[src/rtl/conv_line_ctrl.sv]
// Schedules one IFM_W x IFM_H feature map through the KxK PE array and its per-row psum FIFOs.
// Pixel intake is valid/ready; FIFO strobes replay each window slot through a PIPE_DLY-deep flag line.
module conv_line_ctrl #(
    parameter int KERNEL_SIZE = 3,
    parameter int IFM_W       = 9,
    parameter int IFM_H       = 9,
    parameter int PIPE_DLY    = 3,
    parameter int GAP_CYC     = 2,
    parameter int FIFO_SIZE   = 10,
    parameter int CNT_WIDTH   = 8
) (
    input  logic                   clk2,
    input  logic                   rst_n,
    input  logic                   start,
    input  logic                   ifm_valid,
    output logic                   ifm_ready,
    input  logic                   ofm_ready,
    output logic                   set_wgt,
    output logic                   set_ifm,
    output logic                   set_reg,
    output logic [KERNEL_SIZE-1:0] wr_en,
    output logic [KERNEL_SIZE-1:0] rd_en,
    output logic                   rd_clr,
    output logic                   wr_clr,
    output logic                   ofm_valid,
    output logic                   busy,
    output logic                   done
);

    localparam logic [CNT_WIDTH-1:0] COL_LAST   = CNT_WIDTH'(IFM_W - 1);
    localparam logic [CNT_WIDTH-1:0] ROW_LAST   = CNT_WIDTH'(IFM_H - 1);
    localparam logic [CNT_WIDTH-1:0] SLOT_COL   = CNT_WIDTH'(KERNEL_SIZE - 1);
    localparam logic [CNT_WIDTH-1:0] GAP_LAST   = CNT_WIDTH'((GAP_CYC > 0) ? GAP_CYC - 1 : 0);
    localparam logic [CNT_WIDTH-1:0] OUT_MAX    = CNT_WIDTH'(FIFO_SIZE);
    localparam int                   OROW_LAST  = IFM_H - KERNEL_SIZE;

    if (IFM_W - KERNEL_SIZE + 1 > FIFO_SIZE) begin : g_chk_fifo
        $error("conv_line_ctrl: one output row does not fit in the psum FIFO");
    end
    if (PIPE_DLY < 2) begin : g_chk_dly
        $error("conv_line_ctrl: PIPE_DLY must be at least 2");
    end
    if (KERNEL_SIZE < 2) begin : g_chk_k
        $error("conv_line_ctrl: KERNEL_SIZE must be at least 2");
    end

    typedef enum logic [2:0] {
        S_IDLE,
        S_CLEAR,
        S_LOAD_WGT,
        S_ROW,
        S_GAP,
        S_DRAIN,
        S_DONE
    } state_t;

    state_t                                   state;
    state_t                                   state_nxt;
    logic [CNT_WIDTH-1:0]                     row;
    logic [CNT_WIDTH-1:0]                     col;
    logic [CNT_WIDTH-1:0]                     gap_cnt;
    logic [CNT_WIDTH-1:0]                     out_cnt;
    logic [PIPE_DLY-1:0][KERNEL_SIZE-1:0]     dly_line;
    logic [KERNEL_SIZE-1:0]                   slot_flags;
    logic                                     xfer;
    logic                                     row_end;
    logic                                     dly_empty;
    logic                                     out_wr;

    assign xfer      = ifm_ready & ifm_valid;
    assign row_end   = xfer && (col == COL_LAST);
    assign dly_empty = (dly_line == '0);

    always_comb begin
        state_nxt = state;
        ifm_ready = 1'b0;
        set_wgt   = 1'b0;
        rd_clr    = 1'b0;
        wr_clr    = 1'b0;
        busy      = 1'b0;
        done      = 1'b0;
        case (state)
            S_IDLE: begin
                if (start) state_nxt = S_CLEAR;
            end
            S_CLEAR: begin
                busy      = 1'b1;
                rd_clr    = 1'b1;
                wr_clr    = 1'b1;
                state_nxt = S_LOAD_WGT;
            end
            S_LOAD_WGT: begin
                busy      = 1'b1;
                set_wgt   = 1'b1;
                state_nxt = S_ROW;
            end
            S_ROW: begin
                busy      = 1'b1;
                ifm_ready = 1'b1;
                if (row_end) begin
                    if (row == ROW_LAST) state_nxt = S_DRAIN;
                    else if (GAP_CYC > 0) state_nxt = S_GAP;
                    else state_nxt = S_ROW;
                end
            end
            S_GAP: begin
                busy = 1'b1;
                if (gap_cnt == GAP_LAST) state_nxt = S_ROW;
            end
            S_DRAIN: begin
                busy = 1'b1;
                if (dly_empty && (out_cnt == '0)) state_nxt = S_DONE;
            end
            S_DONE: begin
                done      = 1'b1;
                state_nxt = S_IDLE;
            end
            default: state_nxt = S_IDLE;
        endcase
    end

    always_ff @(posedge clk2 or negedge rst_n) begin
        if (!rst_n) state <= S_IDLE;
        else        state <= state_nxt;
    end

    // Row and column track the pixel about to be accepted; row is left at the last row after the map.
    always_ff @(posedge clk2 or negedge rst_n) begin
        if (!rst_n) begin
            row     <= '0;
            col     <= '0;
            gap_cnt <= '0;
        end else begin
            if (state == S_LOAD_WGT) begin
                row <= '0;
                col <= '0;
            end else if (xfer) begin
                if (row_end) begin
                    col <= '0;
                    if (row != ROW_LAST) row <= row + 1'b1;
                end else begin
                    col <= col + 1'b1;
                end
            end
            if (state == S_GAP) gap_cnt <= gap_cnt + 1'b1;
            else                gap_cnt <= '0;
        end
    end

    // A slot feeds PE row k only when output row (row - k) lies inside the valid output range.
    always_comb begin
        slot_flags = '0;
        if (xfer && (col >= SLOT_COL)) begin
            for (int k = 0; k < KERNEL_SIZE; k++) begin
                if ((int'(row) >= k) && (int'(row) <= OROW_LAST + k)) slot_flags[k] = 1'b1;
            end
        end
    end

    always_ff @(posedge clk2 or negedge rst_n) begin
        if (!rst_n) dly_line <= '0;
        else        dly_line <= {dly_line[PIPE_DLY-2:0], slot_flags};
    end

    // Reads of FIFO k-1 lead the write into FIFO k by one cycle so the psum is ready to accumulate.
    assign wr_en     = dly_line[PIPE_DLY-1];
    assign ofm_valid = busy && (out_cnt != '0) && ofm_ready;
    assign rd_en     = {ofm_valid, dly_line[PIPE_DLY-2][KERNEL_SIZE-1:1]};
    assign set_ifm   = xfer;
    assign set_reg   = busy;
    assign out_wr    = wr_en[KERNEL_SIZE-1];

    always_ff @(posedge clk2 or negedge rst_n) begin
        if (!rst_n) begin
            out_cnt <= '0;
        end else if (state == S_CLEAR) begin
            out_cnt <= '0;
        end else if (out_wr && !ofm_valid) begin
            if (out_cnt != OUT_MAX) out_cnt <= out_cnt + 1'b1;
        end else if (!out_wr && ofm_valid) begin
            out_cnt <= out_cnt - 1'b1;
        end
    end

endmodule

[config.mk]
export PLATFORM = sky130hd
export DESIGN_NAME = conv_line_ctrl
export DESIGN_NICKNAME = d
export VERILOG_FILES = /design/src/rtl/conv_line_ctrl.sv
export SDC_FILE = /design/constraint.sdc
export NUM_CORES = 1
export LEC_CHECK = 0
export CORE_UTILIZATION = 53
export CTS_BUF_LIST = sky130_fd_sc_hd__clkbuf_16
export DETAILED_ROUTE_END_ITERATION = 8
export PLACE_DENSITY = 0.72
export SLEW_MARGIN = 20
export SYNTH_ARGS = -nofsm -noshare
export SYNTH_HDL_FRONTEND = slang
export SYNTH_SLANG_ARGS = --single-unit
[constraint.sdc]
create_clock -name clk2 -period 2.9 [get_ports clk2]
set_clock_uncertainty 0.15 [all_clocks]
set_input_delay 0.725 -clock clk2 [delete_from_list [all_inputs] [get_ports clk2]]
set_output_delay 0.725 -clock clk2 [all_outputs]
set_load 0.005 [all_outputs]
==> results by group <==
Outcome
  • Status: complete, no violations

Timing
  • Final setup fails: 0
  • Final Hold Viols: 0
  • Slew HR: 0.542
  • RSZ-0062 raised after global routing: true
  • FMAX: between 0.3 and 0.4 GHz
  • Tmin final: 2890 ps
  • Final Max Tran Viols: 0
  • Setup TNS: 0 ps
  • Final period util: 0.997
  • Actual slew at the worst max-slew pin: 678 ps

Global routing
  • Overflow after GRT: 0
  • Largest net degree at the start of global routing: 26
  • GRT Total Usage: 0.231
  • Vias in the first global route: 2113
  • Initial antenna violation count: 0
  • First-pass GRT wire length: 9.34 mm

Placed design
  • DP HPWL: 3.83 mm
  • Number of port buffers: 19
  • Gpl congestion: 0.893

Layout
  • Layout cells sized above 1: 0.225
  • Final nets: 344
  • Register area: about 1100 sq um
  • Synthesis-to-layout area growth: 27.1%
  • Fill cell count: approximately 370
  • Multi-input gate area: 1480 sq um
  • N_diodes: 0

Floorplan
  • Die footprint: roughly 5200 sq um
  • Die X: 72.3 microns
  • Initial Util: 0.552
  • Row count: 25
  • Core area: about 4800 sq um
  • Die Y: 72.3 microns
  • Ports: 20

Detailed routing
  • DRC viols: 0
  • Antenna Nets Post-Route: 0
  • WL per Instance: approximately 15 microns
  • Total Wirelength: 5.72 mm
  • Vias per cell: 5.50
  • Total number of vias: 2152
  • TritonRoute pass-1 iters: 5
  • Iter 0 DRT Violations: approximately 100

CTS
  • Max clock buf depth: 2
  • H-tree depth: 2
  • Root Driver: clkbuf_16
  • Clock Sink Count: 44
  • CTS clk-pin slew, worst paths: 60 ps
  • CTS tree: yes
  • CTS buffer count: 5
  • Clock Latency Late Sink: 290 ps
  • Post-cts hold buffer count: 0

Worst setup path
  • Slowest cell delay on critical path: around 420 ps
  • Critical path fanouts, max: 6
  • Critical path class: reg -> reg
  • Worst-path cell chain: nor4_4 > and3_4 > o21ai_2 > buf_6 > ha_4 > nand3_1 > o211ai_1 > o41ai_2 > xor2_1 > or3_1 > a21oi_2
  • Crit path launch type: flop
  • Data arrival, critical path: about 3000 ps
  • Worst Path Buf+Inv: 1
  • Critical path required time: 2970 ps
  • Family with the most delay on the worst path: simple AND/OR/NAND/NOR gates
  • Crit path max-delay cell type: dfrtp_2
  • Worst Setup End Kind: flop

Synth
  • Post-synthesis register bit count: between 40 and 50
  • Async S/R FF share, synth: 1.00
  • XOR/XNOR share of the synthesized area: 0.0635
  • Syn Nets: 300
  • Synthesized-area fraction occupied by and/or/nand/nor cells: 0.249
  • Mapped cell area: 2620 sq um
  • Mean Syn Cell Area: 9.40 sq um
  • Post-Synth Adder-Cell Area: 0.0792
  • Seq/Total Area, Yosys: 0.420
  • EDFF count, synth: 0
  • Multiplexer area fraction after synthesis: 0
  • Largest family of logic cells by synthesized area: simple AND/OR/NAND/NOR gates
  • Synth Flop Type: dfrtp_1
  • Compound-gate portion of the synthesized area: 0.131
  • Synth cell types: 55
  • Syn Inst Count: approximately 280
  • Warnings from Yosys: 0

Power
  • Power Density: 829 nW/um^2
  • Max IR drop VDD: 0.444 mV
  • Static leakage: about 1.5 nW
  • Total Power: 2.76 mW

Run
  • Max capacitance violation total: 0

Min path
  • Hold WC Path Type: in -> async
## state kept, by name (all words and copies together) (netlist names)
register and cells:
col 8, dly_line 4, gap_cnt 8, out_cnt 8
rd_en 2, row 8, state 3, wr_en 3
## placed cells by master, fill, tap and decap left out, types with 9 or more instances in the layout
cell	instances
buf_4	34
inv_1	10
a21oi_1	16
clkdlybuf4s50_1	15
ha_1	10
nor2_1	36
nand2_1	24
xor2_1	11
nand3_1	9
nor3_1	10
dfrtp_1	43
## report_power, final
part | switching (mW) | internal [mW] | total, mW
combinational | 0.637 | 0.674 | 1.31
sequential | 0.0888 | 0.709 | 0.798
clock | 0.246 | 0.409 | 0.656
total | 0.972 | 1.79 | 2.76
## per-stage QoR
stage / hold WS (ps) / util / instance area, sq um / cells / setup WS [ps]
after detailed placement: 214 / 0.638 / 3030 / 381 / -399
after CTS: 239 / 0.676 / 3210 / 389 / -6.78
after global routing: 250 / 0.701 / 3330 / 391 / -74.3
after floorplan: 205 / - / 2620 / 279 / 3.24
final: 222 / 0.701 / 3330 / 391 / 7.96
after global placement: 212 / 0.638 / 3030 / 381 / -337
## cell type report
type,count,share of cell area
clock buffer,5,0.0375
clock inverter,3,0.0139
inverter,12,0.0135
multi-input combinational,206,0.444
sequential,44,0.331
tap,67,0.0252
timing repair buffer,54,0.136
## routing by layer
metal	track usage	routed length, microns
met5	0	0
met4	0.0828	65
met3	0.0500	181
met2	0.382	2820
met1	0.298	2650
## logic make-up after synthesis
family	count (synthesis)
simple gates	121
fa+ha+maj	16
flops	44
buf+inv	29
xor+xnor	19
compound gates	50
## repair_timing
| item | CTS | global route |
|---|---|---|
| pin swaps | 0 | 11 |
| gates resized for setup | 5 | 14 |
| endpoints found under the hold margin | 0 | 0 |
| setup endpoints to repair | 4 | 2 |
| setup buffers | 0 | 3 |
## cell usage after synthesis (all sizes together), types with 5 or more instances
cell type | n | area [sq um]
xnor2 | 8 | 70.1
a31oi | 5 | 46.3
inv | 12 | 45.1
dfrtp | 44 | 1100
nor3 | 10 | 50.1
buf | 12 | 88.8
nand2 | 25 | 96.4
o21ai | 11 | 66.3
and3 | 9 | 61.3
xor2 | 11 | 96.3
a21oi | 18 | 90.1
nor2 | 36 | 135
nand3b | 5 | 37.5
ha | 15 | 188
clkbuf | 5 | 18.8
nand3 | 10 | 50.1
## path summary, 6_finish.rpt
check	slack (ps)	start	to	cells past startpoint
worst min-delay path	220	rst_n	gap_cnt[2]	1
worst max-delay path	8	out_cnt[4]	out_cnt[7]	11
min in group clk2	240	dly_line[0]	dly_line[3]	0
max in group asynchronous	1660	rst_n	out_cnt[4]	2
worst max register to register	8	out_cnt[4]	out_cnt[7]	11
worst min register to register	240	dly_line[0]	dly_line[3]	0
(Power assumes the default switching activity.)
